### src/rtl/skew_mon_pkg.sv
// skew_monitor shared types: FSM states, all-ones helper and window check.
// Optional IRQ output is enabled by defining SKEW_MON_IRQ_EN.
package skew_mon_pkg;

  typedef enum logic [2:0] {
    IDLE,
    ARM,
    WAIT_REF,
    MEAS,
    DONE
  } state_e;

  localparam int unsigned MAX_W = 32;

  function automatic logic [MAX_W-1:0] allOnes(input int unsigned w);
    return (w >= MAX_W) ? '1 : ~({MAX_W{1'b1}} << w);
  endfunction

  function automatic logic inWindow(
    input logic [MAX_W-1:0] skew,
    input logic [MAX_W-1:0] lo,
    input logic [MAX_W-1:0] hi
  );
    return (skew >= lo) && (skew <= hi);
  endfunction

endpackage

### src/rtl/skew_mon_chan.sv
// One monitored strobe: synchronizer, edge detect, skew counter,
// first-edge capture and per-run min/max/error statistics.
module skew_mon_chan
  import skew_mon_pkg::*;
#(
  parameter int unsigned CNT_W       = 8,
  parameter int unsigned SYNC_STAGES = 2,
  parameter int unsigned ERR_W       = 8
) (
  input  logic             clk_i,
  input  logic             rst_n_i,
  input  logic             strobe_i,
  input  logic             clear_i,
  input  logic             ref_start_i,
  input  logic             meas_i,
  input  logic [CNT_W-1:0] min_i,
  input  logic [CNT_W-1:0] max_i,
  output logic             done_o,
  output logic             err_ev_o,
  output logic [CNT_W-1:0] skew_o,
  output logic [CNT_W-1:0] min_o,
  output logic [CNT_W-1:0] max_o,
  output logic [ERR_W-1:0] err_o
);

  localparam logic [CNT_W-1:0] TMO = CNT_W'(allOnes(CNT_W));

  logic [SYNC_STAGES-1:0] sync_q;
  logic                   prev_q;
  logic [CNT_W-1:0]       cnt_q, cnt_d;
  logic                   capd_q, capd_d;
  logic [CNT_W-1:0]       skew_q, skew_d;
  logic [CNT_W-1:0]       min_q, min_d;
  logic [CNT_W-1:0]       max_q, max_d;
  logic [ERR_W-1:0]       err_q, err_d;
  logic                   edge_w, cap_w, tmo_w, in_win, err_ev;
  logic [CNT_W-1:0]       cap_val;

  always_comb begin
    edge_w  = sync_q[SYNC_STAGES-1] & ~prev_q;
    cap_w   = edge_w & (ref_start_i | (meas_i & ~capd_q));
    cap_val = ref_start_i ? '0 : cnt_q;
    tmo_w   = meas_i & ~capd_q & ~edge_w & (cnt_q == TMO);
    in_win  = inWindow(MAX_W'(cap_val), MAX_W'(min_i), MAX_W'(max_i));
    err_ev  = (cap_w & ~in_win) | tmo_w;

    cnt_d = cnt_q;
    if (ref_start_i)
      cnt_d = CNT_W'(1);
    else if (meas_i)
      cnt_d = cnt_q + 1'b1;

    capd_d = capd_q;
    if (ref_start_i)
      capd_d = cap_w;
    else if (cap_w)
      capd_d = 1'b1;

    skew_d = skew_q;
    min_d  = min_q;
    max_d  = max_q;
    err_d  = err_q;
    if (clear_i) begin
      err_d = '0;
      max_d = '0;
      min_d = TMO;
    end else begin
      if (cap_w) begin
        skew_d = cap_val;
        if (cap_val < min_q) min_d = cap_val;
        if (cap_val > max_q) max_d = cap_val;
      end
      // timeout overrides the skew but leaves min/max untouched
      if (tmo_w)
        skew_d = TMO;
      if (err_ev && (err_q != '1))
        err_d = err_q + 1'b1;
    end
  end

  always_ff @(posedge clk_i or negedge rst_n_i) begin
    if (!rst_n_i) begin
      sync_q <= '0;
      prev_q <= 1'b0;
      cnt_q  <= '0;
      capd_q <= 1'b0;
      skew_q <= '0;
      min_q  <= '0;
      max_q  <= '0;
      err_q  <= '0;
    end else begin
      sync_q[0] <= strobe_i;
      for (int i = 1; i < SYNC_STAGES; i++)
        sync_q[i] <= sync_q[i-1];
      prev_q <= sync_q[SYNC_STAGES-1];
      cnt_q  <= cnt_d;
      capd_q <= capd_d;
      skew_q <= skew_d;
      min_q  <= min_d;
      max_q  <= max_d;
      err_q  <= err_d;
    end
  end

  assign done_o   = capd_q | cap_w | tmo_w;
  assign err_ev_o = err_ev;
  assign skew_o   = skew_q;
  assign min_o    = min_q;
  assign max_o    = max_q;
  assign err_o    = err_q;

endmodule

### src/rtl/skew_monitor.sv
// Ref-to-channel strobe skew monitor: run FSM, ref sync and window count.
// Define SKEW_MON_IRQ_EN to add the sticky irqOut error flag.
module skew_monitor
  import skew_mon_pkg::*;
#(
  parameter int unsigned NUM_CH      = 2,
  parameter int unsigned CNT_W       = 8,
  parameter int unsigned SYNC_STAGES = 2,
  parameter int unsigned ERR_W       = 8
) (
  input  logic                    clkIn,
  input  logic                    rstBIn,
  input  logic                    startIn,
  input  logic [15:0]             numMeasIn,
  input  logic [CNT_W-1:0]        minSkewIn,
  input  logic [CNT_W-1:0]        maxSkewIn,
  input  logic                    refIn,
  input  logic [NUM_CH-1:0]       chanIn,
  output logic                    busyOut,
  output logic                    doneOut,
  output logic                    passOut,
  output logic [NUM_CH*CNT_W-1:0] skewOut,
  output logic [NUM_CH*CNT_W-1:0] minObsOut,
  output logic [NUM_CH*CNT_W-1:0] maxObsOut,
  output logic [NUM_CH*ERR_W-1:0] errCntOut
`ifdef SKEW_MON_IRQ_EN
  ,
  output logic                    irqOut
`endif
);

  state_e                 state_q, state_d;
  logic [15:0]            meas_cnt_q, meas_cnt_d;
  logic [15:0]            num_q, num_d;
  logic [CNT_W-1:0]       min_q, min_d;
  logic [CNT_W-1:0]       max_q, max_d;
  logic                   pass_q, pass_d;
  logic [SYNC_STAGES-1:0] ref_sync_q;
  logic                   ref_prev_q;
  logic                   ref_edge, start_ok, ref_start, meas, win_end;
  logic [NUM_CH-1:0]      chan_done, chan_err_ev, chan_clean;

  assign ref_edge  = ref_sync_q[SYNC_STAGES-1] & ~ref_prev_q;
  assign start_ok  = (state_q == IDLE) & startIn;
  assign ref_start = (state_q == WAIT_REF) & ref_edge;
  assign meas      = (state_q == MEAS);
  assign win_end   = meas & (&chan_done);

  for (genvar g = 0; g < NUM_CH; g++) begin : g_ch
    logic [ERR_W-1:0] err_w;

    skew_mon_chan #(
      .CNT_W      (CNT_W),
      .SYNC_STAGES(SYNC_STAGES),
      .ERR_W      (ERR_W)
    ) u_chan (
      .clk_i      (clkIn),
      .rst_n_i    (rstBIn),
      .strobe_i   (chanIn[g]),
      .clear_i    (start_ok),
      .ref_start_i(ref_start),
      .meas_i     (meas),
      .min_i      (min_q),
      .max_i      (max_q),
      .done_o     (chan_done[g]),
      .err_ev_o   (chan_err_ev[g]),
      .skew_o     (skewOut[g*CNT_W +: CNT_W]),
      .min_o      (minObsOut[g*CNT_W +: CNT_W]),
      .max_o      (maxObsOut[g*CNT_W +: CNT_W]),
      .err_o      (err_w)
    );

    assign errCntOut[g*ERR_W +: ERR_W] = err_w;
    // counter value after this cycle's update is still zero
    assign chan_clean[g] = (err_w == '0) & ~chan_err_ev[g];
  end

  always_comb begin
    state_d    = state_q;
    meas_cnt_d = meas_cnt_q;
    num_d      = num_q;
    min_d      = min_q;
    max_d      = max_q;
    pass_d     = pass_q;
    unique case (state_q)
      IDLE: begin
        if (startIn) begin
          state_d    = ARM;
          num_d      = (numMeasIn == '0) ? 16'd1 : numMeasIn;
          min_d      = minSkewIn;
          max_d      = maxSkewIn;
          meas_cnt_d = '0;
          pass_d     = 1'b0;
        end
      end
      ARM:      state_d = WAIT_REF;
      WAIT_REF: if (ref_edge) state_d = MEAS;
      MEAS: begin
        if (win_end) begin
          meas_cnt_d = meas_cnt_q + 16'd1;
          if (meas_cnt_d == num_q) begin
            state_d = DONE;
            pass_d  = &chan_clean;
          end else begin
            state_d = WAIT_REF;
          end
        end
      end
      DONE:     state_d = IDLE;
      default:  state_d = IDLE;
    endcase
  end

  always_ff @(posedge clkIn or negedge rstBIn) begin
    if (!rstBIn) begin
      state_q    <= IDLE;
      meas_cnt_q <= '0;
      num_q      <= '0;
      min_q      <= '0;
      max_q      <= '0;
      pass_q     <= 1'b0;
      ref_sync_q <= '0;
      ref_prev_q <= 1'b0;
    end else begin
      state_q    <= state_d;
      meas_cnt_q <= meas_cnt_d;
      num_q      <= num_d;
      min_q      <= min_d;
      max_q      <= max_d;
      pass_q     <= pass_d;
      ref_sync_q[0] <= refIn;
      for (int i = 1; i < SYNC_STAGES; i++)
        ref_sync_q[i] <= ref_sync_q[i-1];
      ref_prev_q <= ref_sync_q[SYNC_STAGES-1];
    end
  end

  assign busyOut = (state_q == ARM) | (state_q == WAIT_REF) | meas;
  assign doneOut = (state_q == DONE);
  assign passOut = pass_q;

`ifdef SKEW_MON_IRQ_EN
  logic irq_q, irq_d;

  always_comb begin
    irq_d = irq_q | (|chan_err_ev);
    if (start_ok) irq_d = 1'b0;
  end

  always_ff @(posedge clkIn or negedge rstBIn) begin
    if (!rstBIn) irq_q <= 1'b0;
    else         irq_q <= irq_d;
  end

  assign irqOut = irq_q;
`endif

endmodule
### config.mk
export PLATFORM = sky130hd
export DESIGN_NAME = skew_monitor
export DESIGN_NICKNAME = d
export VERILOG_FILES = /design/src/rtl/skew_mon_pkg.sv /design/src/rtl/skew_mon_chan.sv /design/src/rtl/skew_monitor.sv
export SDC_FILE = /design/constraint.sdc
export NUM_CORES = 1
export LEC_CHECK = 0
export CORE_MARGIN = 5
export CORE_UTILIZATION = 38
export DETAILED_ROUTE_END_ITERATION = 8
export HOLD_SLACK_MARGIN = 0.12
export SLEW_MARGIN = 20
export SYNTH_ARGS = -nofsm -noshare
export SYNTH_HDL_FRONTEND = slang
export SYNTH_HIERARCHICAL = 1
export SYNTH_SLANG_ARGS = --single-unit
### constraint.sdc
create_clock -name clkIn -period 4.3 [get_ports clkIn]
set_input_delay 0.43 -clock clkIn [delete_from_list [all_inputs] [get_ports clkIn]]
set_output_delay 0.43 -clock clkIn [all_outputs]
set_load 0.05 [all_outputs]
==> results, run 1 <==
- For the pin with the worst max-slew slack, the measured transition is 1.074 ns.
- The critical path data required time is 4.67 ns.
- The critical path goes through nor3_2 -> buf_4 -> nand2b_1 -> inv_1 -> ha_1 -> and4_1 -> and3_1 -> a31oi_2 -> o31ai_4 -> nand3_1 -> nor4_1 -> nand4_1 -> nor4_1 -> mux2_4.
- The switching part of the total is 45.81%.
- The maximum buffer depth of the clock tree is 2.
- The setup TNS is 0 ns.
- The tightest min-delay check is of the reg -> reg type.
- The relative area change from synthesis to final layout is 22.39%.
- The number of remaining DRC errors is 0.
- The worst register-to-register path ends at passOut$_DFFE_PN0P_.
- The worst path uses 83.70% of the clock period.
- In this run the count of I/O pins placed on the die edge is 105.
- The origin of the worst min-delay path is g_ch[0].u_chan/sync_q[0]$_DFF_PN0_.
- 0 antenna diodes ended up in the layout.
- The nature of the critical path endpoint is a flip-flop.
- Counting cells, the worst reg-to-reg path comes to 14.
- The hold path endpoint is g_ch[0].u_chan/sync_q[1]$_DFF_PN0_.
- The switching power is 3.271 mW.
- The layout has 2,092 filler cells.
- The sum of net half-perimeters after detailed placement is 16,160 um.
- Dividing the detail-routed via count by the number of cells gives 5.410.
- The via count of the first global-routing pass is 6,728.
- The sequential power share is 31.3%.
- The largest total area in the synthesized netlist belongs to sky130_fd_sc_hd__dfrtp_1.
- The number of antenna violations at the first check in global routing was 0.
- The overall via count from detail_route is 6,871.
- The largest incremental delay on the critical path is 0.46 ns.
- Wires add up to 22,170 um.
- The core region is 22,500 um^2.
- In this run the mean area of a mapped cell was 9.999 um^2.
- The total count of hold-check failures in the final report is 0.
- At the worst endpoint, the arrival time is 3.97 ns.
- The fraction of power consumed by the clock network is 20.1%.
- The leakage power total is 4.618 nW.
- The die covers 25,850 um^2.
- The cell internal power dissipation is 3.870 mW.
- The clock-pin slew of the registers on the worst-case setup and hold paths is 0.07 ns.
- For this configuration, the core starts out at a cell density of 38.39%.
- The power per unit of standard cell area is 675.4 nW/um^2.
- The shortest period the worst path allows is 3.599 ns.
- For the final database, setup skew stands at 0.01440 ns.
- The share of post-route cells with drive strength above 1 is 12.79%.
- The remaining number of nets flagged by the antenna check after routing is 0.
- The cell with the largest stage delay on the worst path is sky130_fd_sc_hd__dfrtp_1.
- Across the run, the number of max-cap violations was 0.
- The minimum setup slack among reg-to-reg paths is 0.70 ns.
- The violation count after the first detailed-route iteration is 439.
- The final weighted congestion in routability-driven placement is 0.8619.
- The die width is 160.8 um.
- The run finished with clean final reports.
- VDD sags by at most 0.4527 mV.
- During synthesis, Yosys emitted a total of 6 warnings.
- After synthesis the netlist holds a flip-flop and latch count of 143.
- In this run the number of H-tree levels came out at 4.
- Counting every instance in the synthesized netlist gives 864.
- The most used flip-flop cell after synthesis is sky130_fd_sc_hd__dfrtp_1.
- In the post-synthesis netlist, the biggest area contributors are sky130_fd_sc_hd__dfrtp_1, sky130_fd_sc_hd__ha_1, sky130_fd_sc_hd__mux2_2.
- After routing the design area is 10,570 um^2.
- Post-CTS timing repair inserted 0 buffers for setup.
- The number of clock buffers added by TritonCTS is 17.
- The later pin in the worst-skew pair is clocked with a latency of 0.44 ns.
- The root buffer cell chosen for the clock tree is sky130_fd_sc_hd__clkbuf_16.
- The average wire length per cell after detail routing is 17.46 um.
- The global-route wire length before repair is 36,170 um.
- The final count of pins violating max slew is 0.
- The number of enable flip-flop cells after synthesis is 0.
- At the end of the flow, the number of nets in the layout was 1,069.
- The sink count of the clock tree is 143.
- The kind of start point of the critical path is a flip-flop.
- The final count of negative-setup-slack endpoints is 0.
- The fraction of power consumed by combinational cells is 48.7%.
- The synthesized netlist occupies a cell area of 8640 um^2.
- The number of distinct library cells after synthesis is 70.
- The share of the yosys chip area belonging to registers is 41.42%.
- The pin count of the biggest net entering global routing is 89.
- The maximum fanout count along the critical path is 38.
- Summed over its instances, the top area cell type makes up 41.42% of the synthesized netlist area.
- The standard-cell row count is 55.
- The number of buffers added on ports is 104.
- The post-place instance area is 9997 um^2.
- The overall overflow remaining after global route is 0.
- The relative slew slack is 27.96%.
- The net count after synthesis is 961.
- For this run, the detailed router's first-pass iteration total came to 7.
- The most common cell type on the critical path is sky130_fd_sc_hd__nor4_1.
- The upper clock frequency limit is 277.8 MHz.
- The die is 160.8 um tall.
- Setup repair after global routing left no endpoint under its margin.
- Of all flip-flops after synthesis, the portion carrying an async set or reset was 100.0%.
- The critical path starts at state_q[2]$_DFFE_PN0P_.
- The startpoint identified for the worst register-to-register timing path is state_q[2]$_DFFE_PN0P_.
- The critical path class is reg -> reg.
- TritonCTS built the clock tree.
- The worst hold path cell count is 0.
- Across every metal layer, demand over resource in global routing totals 17.40%.
sequential cells by signal, summed over array words and instances, names as in the netlist, 8 cells and up:
name,flops
g_ch.u_chan/cnt_q,16
g_ch.u_chan/err_o,16
g_ch.u_chan/max_o,16
g_ch.u_chan/min_o,16
g_ch.u_chan/skew_o,16
meas_cnt_q,16
num_q,16
max_q,8
min_q,8
worst max-delay path, delay by kind of cell, from the launching register on:
kind / cells / cell delay, ns
mux: 1 / 0.21
fa+ha+maj: 1 / 0.35
buf+inv: 2 / 0.54
simple gates: 8 / 1.73
flops: 1 / 0.46
compound gates: 2 / 0.24
routing by layer:
metal	up-vias	share of wire, %	global-route usage [%]
met5	-	0	0
met4	0	0.96	4.071
met3	16	4.8	4.054
met2	163	45	26.40
met1	3324	49	25.28
li1	3368	-	-
cell type report:
type	count	area [um^2]	area share [%]
inverter	74	277.8	2.627
multi-input combinational	620	4659	44.07
clock buffer	17	425.4	4.023
sequential	143	3578	33.84
tap	285	356.6	3.372
timing repair buffer	116	1135	10.73
clock inverter	15	141.4	1.337
repair_timing:
action / in CTS / in global routing
hold buffers: 1 / 0
resized for setup: 0 / 0
setup endpoints to repair: 0 / 0
endpoints found under the hold margin: 56 / 0
metrics by stage:
stage | setup slack (ns) | instances | utilization, % | hold WS, ns | power (mW)
floorplan | 1.063 | 864 | - | 0.1344 | 4.654
global placement | 0.8682 | 1237 | 44.43 | 0.3409 | 5.693
detailed placement | 0.7458 | 1237 | 44.43 | 0.3379 | 5.716
CTS | 0.7320 | 1270 | 46.99 | 0.3536 | 7.196
global route | 0.4101 | 1270 | 46.99 | 0.3701 | 7.622
finish | 0.7008 | 1270 | 46.99 | 0.3510 | 7.142
worst max path at each step:
stage	endpoint	cells after the start
2_1_floorplan	g_ch[1].u_chan/err_o[3]$_DFFE_PN0P_	14
3_3_place_gp	passOut$_DFFE_PN0P_	14
3_5_place_dp	g_ch[1].u_chan/err_o[3]$_DFFE_PN0P_	12
4_1_cts	g_ch[1].u_chan/err_o[3]$_DFFE_PN0P_	12
5_1_grt	passOut$_DFFE_PN0P_	14
6_report	passOut$_DFFE_PN0P_	14
power groups by stage:
| stage | clock [mW] | sequential [mW] | combinational [mW] |
|---|---|---|---|
| 2_1_floorplan | 0 | 2.93 | 1.73 |
| 3_3_place_gp | 0 | 2.25 | 3.44 |
| 3_5_place_dp | 0 | 2.25 | 3.47 |
| 4_1_cts | 1.47 | 2.23 | 3.49 |
| 5_1_grt | 1.53 | 2.31 | 3.79 |
| 6_report | 1.43 | 2.23 | 3.48 |
kinds of logic after synthesis:
logic type	after synthesis	synth area share, %
xor+xnor	40	4.055
fa+ha+maj	61	8.805
buf+inv	101	4.765
compound gates	203	18.41
simple gates	277	17.52
mux	39	5.025
flops	143	41.42
cell usage after synthesis (all sizes together) (3+ instances only):
cell type and count:
a2111oi 3, a211o 3, a211oi 8, a21oi 43, a221oi 3, a311oi 5, a31oi 10, and2 3
and3 10, and4 7, buf 11, clkbuf 16, dfrtp 143, ha 59, inv 74, mux2 32
mux2i 7, nand2 45, nand2b 44, nand3 19, nand3b 3, nand4 16, nor2 75, nor2b 14
nor3 14, nor3b 3, nor4 15, o211ai 4, o21a 4, o21ai 40, o221a 16, o22ai 17
o2bb2ai 16, o31ai 10, o32ai 4, or3 4, xnor2 24, xor2 16
cells in the final DEF, fill, tap and decap left out, types with 15 or more instances in the layout:
cell type	synthesis	final
sky130_fd_sc_hd__a21oi_1	43	43
sky130_fd_sc_hd__clkbuf_16	0	17
sky130_fd_sc_hd__clkdlybuf4s50_1	0	103
sky130_fd_sc_hd__dfrtp_1	143	143
sky130_fd_sc_hd__ha_1	59	59
sky130_fd_sc_hd__inv_1	74	74
sky130_fd_sc_hd__mux2_2	29	29
sky130_fd_sc_hd__nand2_1	45	45
sky130_fd_sc_hd__nand2b_1	44	44
sky130_fd_sc_hd__nand3_1	16	16
sky130_fd_sc_hd__nand4_1	15	15
sky130_fd_sc_hd__nor2_1	73	73
sky130_fd_sc_hd__o21ai_0	38	38
sky130_fd_sc_hd__o221a_2	16	16
sky130_fd_sc_hd__o22ai_1	17	17
sky130_fd_sc_hd__o2bb2ai_1	16	16
sky130_fd_sc_hd__xnor2_1	24	24
sky130_fd_sc_hd__xor2_1	16	16
Note: power is estimated with default switching activity, not from simulation.
==> run 2: changes to the inputs <==
==> constraint.sdc (replaced) <==
create_clock -name clkIn -period 3.5 [get_ports clkIn]
set_input_delay 0.35 -clock clkIn [delete_from_list [all_inputs] [get_ports clkIn]]
set_output_delay 0.35 -clock clkIn [all_outputs]
set_load 0.05 [all_outputs]
==> run 2 against run 1 <==
Clock skew down 0.0065 ns; cell count is 1.4% higher; worst setup slack got worse by 0.51 ns; register-to-register slack got worse by 0.51 ns; highest routed layer unchanged; core utilization rose by 0.87 points; largest cell class unchanged.
==> results, run 2 (synthesis gave the netlist of run 1 again) <==
- The critical path starts at ref_prev_q$_DFF_PN0_.
- The run finished with clean final reports.
- The type of the most critical hold path is reg -> reg.
- The placed instance count is 1,251.
- The buffer cell driving the clock tree root is sky130_fd_sc_hd__clkbuf_16.
- Detailed routing inserted a total of 6,964 vias.
- The via count of the first global-routing pass is 6,738.
- The maximum buffer depth of the clock tree is 2.
- The floorplan step defined a core boundary enclosing 22,500 um^2.
- The total wirelength of the detailed-routed design is 22,220 um.
- The slew at the pin with the worst max-slew slack is 0.6744 ns.
- Across every metal layer, demand over resource in global routing totals 17.02%.
- The H-tree depth is 4.
- The setup TNS is 0 ns.
- The final cycle utilization of the critical path is 94.52%.
- Entering global routing, the biggest net connects 63 pins.
- The largest incremental delay on the critical path is 0.35 ns.
- The critical path data required time is 3.81 ns.
- In this run the vertical extent of the chip is 160.8 um.
- The number of antenna violations at the first check in global routing is 0.
- Setup repair after global routing could not meet its margin everywhere.
- Setup violations remaining at the end of the flow were counted as 0.
- The average wire length per cell after detail routing is 17.25 um.
- Once layout is complete, the utilization of the core stands at 47.86%.
- The peak ir drop on the vdd network is 0.5282 mV.
- Leaving out fill and tap cells, the most frequent cells in the layout are sky130_fd_sc_hd__dfrtp_1, sky130_fd_sc_hd__clkdlybuf4s50_1, sky130_fd_sc_hd__nor2_1, sky130_fd_sc_hd__inv_1, sky130_fd_sc_hd__ha_1.
- For this design the static power due to leakage is 4.722 nW.
- On the final layout, the worst clock skew is 0.007916 ns.
- The initial cell density of the core is 38.39%.
- STA classifies the critical path endpoint as a flip-flop.
- The shortest period the worst path allows is 3.308 ns.
- The die width is 160.8 um.
- Based on the critical path, the design can be clocked at up to 302.3 MHz.
- Cells with a size suffix above 1 make up 15.15% of the layout.
- 0 antenna diodes ended up in the layout.
- The power per unit of standard cell area is 823.4 nW/um^2.
- After legalization and detailed placement, the total HPWL measured 16,360 um.
- The cell with the largest stage delay on the worst path is sky130_fd_sc_hd__dfrtp_1.
- For this run, design rule violations remaining after detail routing come to 0.
- The capturing point of the worst reg2reg path is g_ch[0].u_chan/err_o[3]$_DFFE_PN0P_.
- The first global-routing pass estimated 35,800 um of wire.
- The arrival time reported for the critical path endpoint is 3.61 ns.
- Clock-pin slew was measured on the worst setup and hold paths at 0.07 ns.
- The clock tree from TritonCTS is built.
- After layout, the worst setup slack is 0.1917 ns.
- The congestion estimate from routability-driven global placement came to 0.8407.
- The signal on the critical path passes through nand3b_1 -> nor3_4 -> nand2b_1 -> inv_1 -> ha_1 -> and4_1 -> and3_1 -> a31oi_2 -> o31ai_4 -> buf_4 -> a31oi_4 -> nand4_1 -> mux2_1.
- The final design instance area without fill is 10,770 um^2.
- The sink count of the clock tree is 143.
- 105 I/O pins were placed.
- The worst-case setup slack after placement is 0.1287 ns.
- In this run the remaining antenna-violating nets after routing total 0.
- Counting the buffers created by CTS gives 17.
- The post-place instance area is 10,130 um^2.
- After the first detailed-routing iteration, the DRC count stood at 314.
- The final count of pins violating max slew was 0.
- The area growth from synthesis to layout is 24.66%.
- The number of detailed-routing iterations run before antenna repair is 5.
- On the final layout, the worst hold slack is 0.3502 ns.
- The per-cell via count in the routed design is 5.407.
- The most common cell after layout, fill and taps aside is sky130_fd_sc_hd__dfrtp_1.
- The launch instance of the worst register-to-register path is ref_prev_q$_DFF_PN0_.
- The kind of start point of the critical path is a flip-flop.
- The number of max-cap violations is 0.
- Input and output buffers added on the ports amount to 104.
- The count of nets after finishing is 1,087.
- The total power consumption of the routed design is 8.868 mW.
- The critical path class is reg -> reg.
- The total count of hold-check failures in the final report is 0.
- In this run the core area contains 55 standard-cell rows.
- In this run the worst path has a maximum fanout of 6.
- The minimum setup slack among reg-to-reg paths is 0.19 ns.
- The relative slew slack is 54.69%.
- The critical path ends at g_ch[0].u_chan/err_o[3]$_DFFE_PN0P_.
- The die covers 25,850 um^2.
- Leaving out filler cells and counting taps, the final layout contains 1,288.
- Global routing finished with a remaining overflow of 0.
- Counting cells, the worst reg-to-reg path comes to 13.
- The insertion delay to the later sink of the worst-skew pair is 0.43 ns.
run 2: worst min-delay path by stage:
stage / startpoint / endpoint / slack, ns / depth (start not counted)
after floorplan: rstBIn / g_ch[0].u_chan/capd_q$_DFFE_PN0P_ / 0.05 / 0
after global placement: g_ch[0].u_chan/sync_q[0]$_DFF_PN0_ / g_ch[0].u_chan/sync_q[1]$_DFF_PN0_ / 0.34 / 0
after detailed placement: g_ch[0].u_chan/sync_q[0]$_DFF_PN0_ / g_ch[0].u_chan/sync_q[1]$_DFF_PN0_ / 0.34 / 0
after CTS: chanIn[0] / g_ch[0].u_chan/sync_q[0]$_DFF_PN0_ / 0.34 / 1
after global routing: refIn / ref_sync_q[0]$_DFF_PN0_ / 0.35 / 1
final: g_ch[0].u_chan/sync_q[0]$_DFF_PN0_ / g_ch[0].u_chan/sync_q[1]$_DFF_PN0_ / 0.35 / 0
run 2: layout make-up:
cell class	instances	area [um^2]
fill	2114	11730
clock buffer	17	425.4
inverter	74	277.8
clock inverter	15	145.1
sequential	143	3578
tap	285	356.6
multi-input combinational	620	4688
timing repair buffer	134	1299
run 2: routing by layer:
metal	wire, um	GRT usage [%]	share of wire (%)	up-vias
li1	-	-	-	3398
met1	10970	24.54	49	3389
met2	10100	26.15	45	160
met3	865	3.182	3.9	17
met4	282	5.002	1.3	0
met5	0	0	0	-
run 2: power by group:
part / total (mW) / internal [mW] / leakage [nW] / switching (mW)
registers: 2.72 / 2.13 / 1.80 / 0.594
logic: 4.37 / 1.74 / 2.64 / 2.64
clock network: 1.77 / 0.948 / 0.284 / 0.822
run 2: critical path: cells and delay by family (launching register included):
kind | cells | cell delay [ns]
compound gates | 3 | 0.54
mux | 1 | 0.33
simple gates | 6 | 1.25
fa+ha+maj | 1 | 0.35
buf+inv | 2 | 0.38
flops | 1 | 0.35
run 2: what timing repair did:
item                                    in CTS  in global routing
setup buffers                                0                  4
endpoints found under the setup margin       0                  2
hold buffers                                 1                  0
endpoints found under the hold margin       56                  0
gates resized for setup                      0                 10
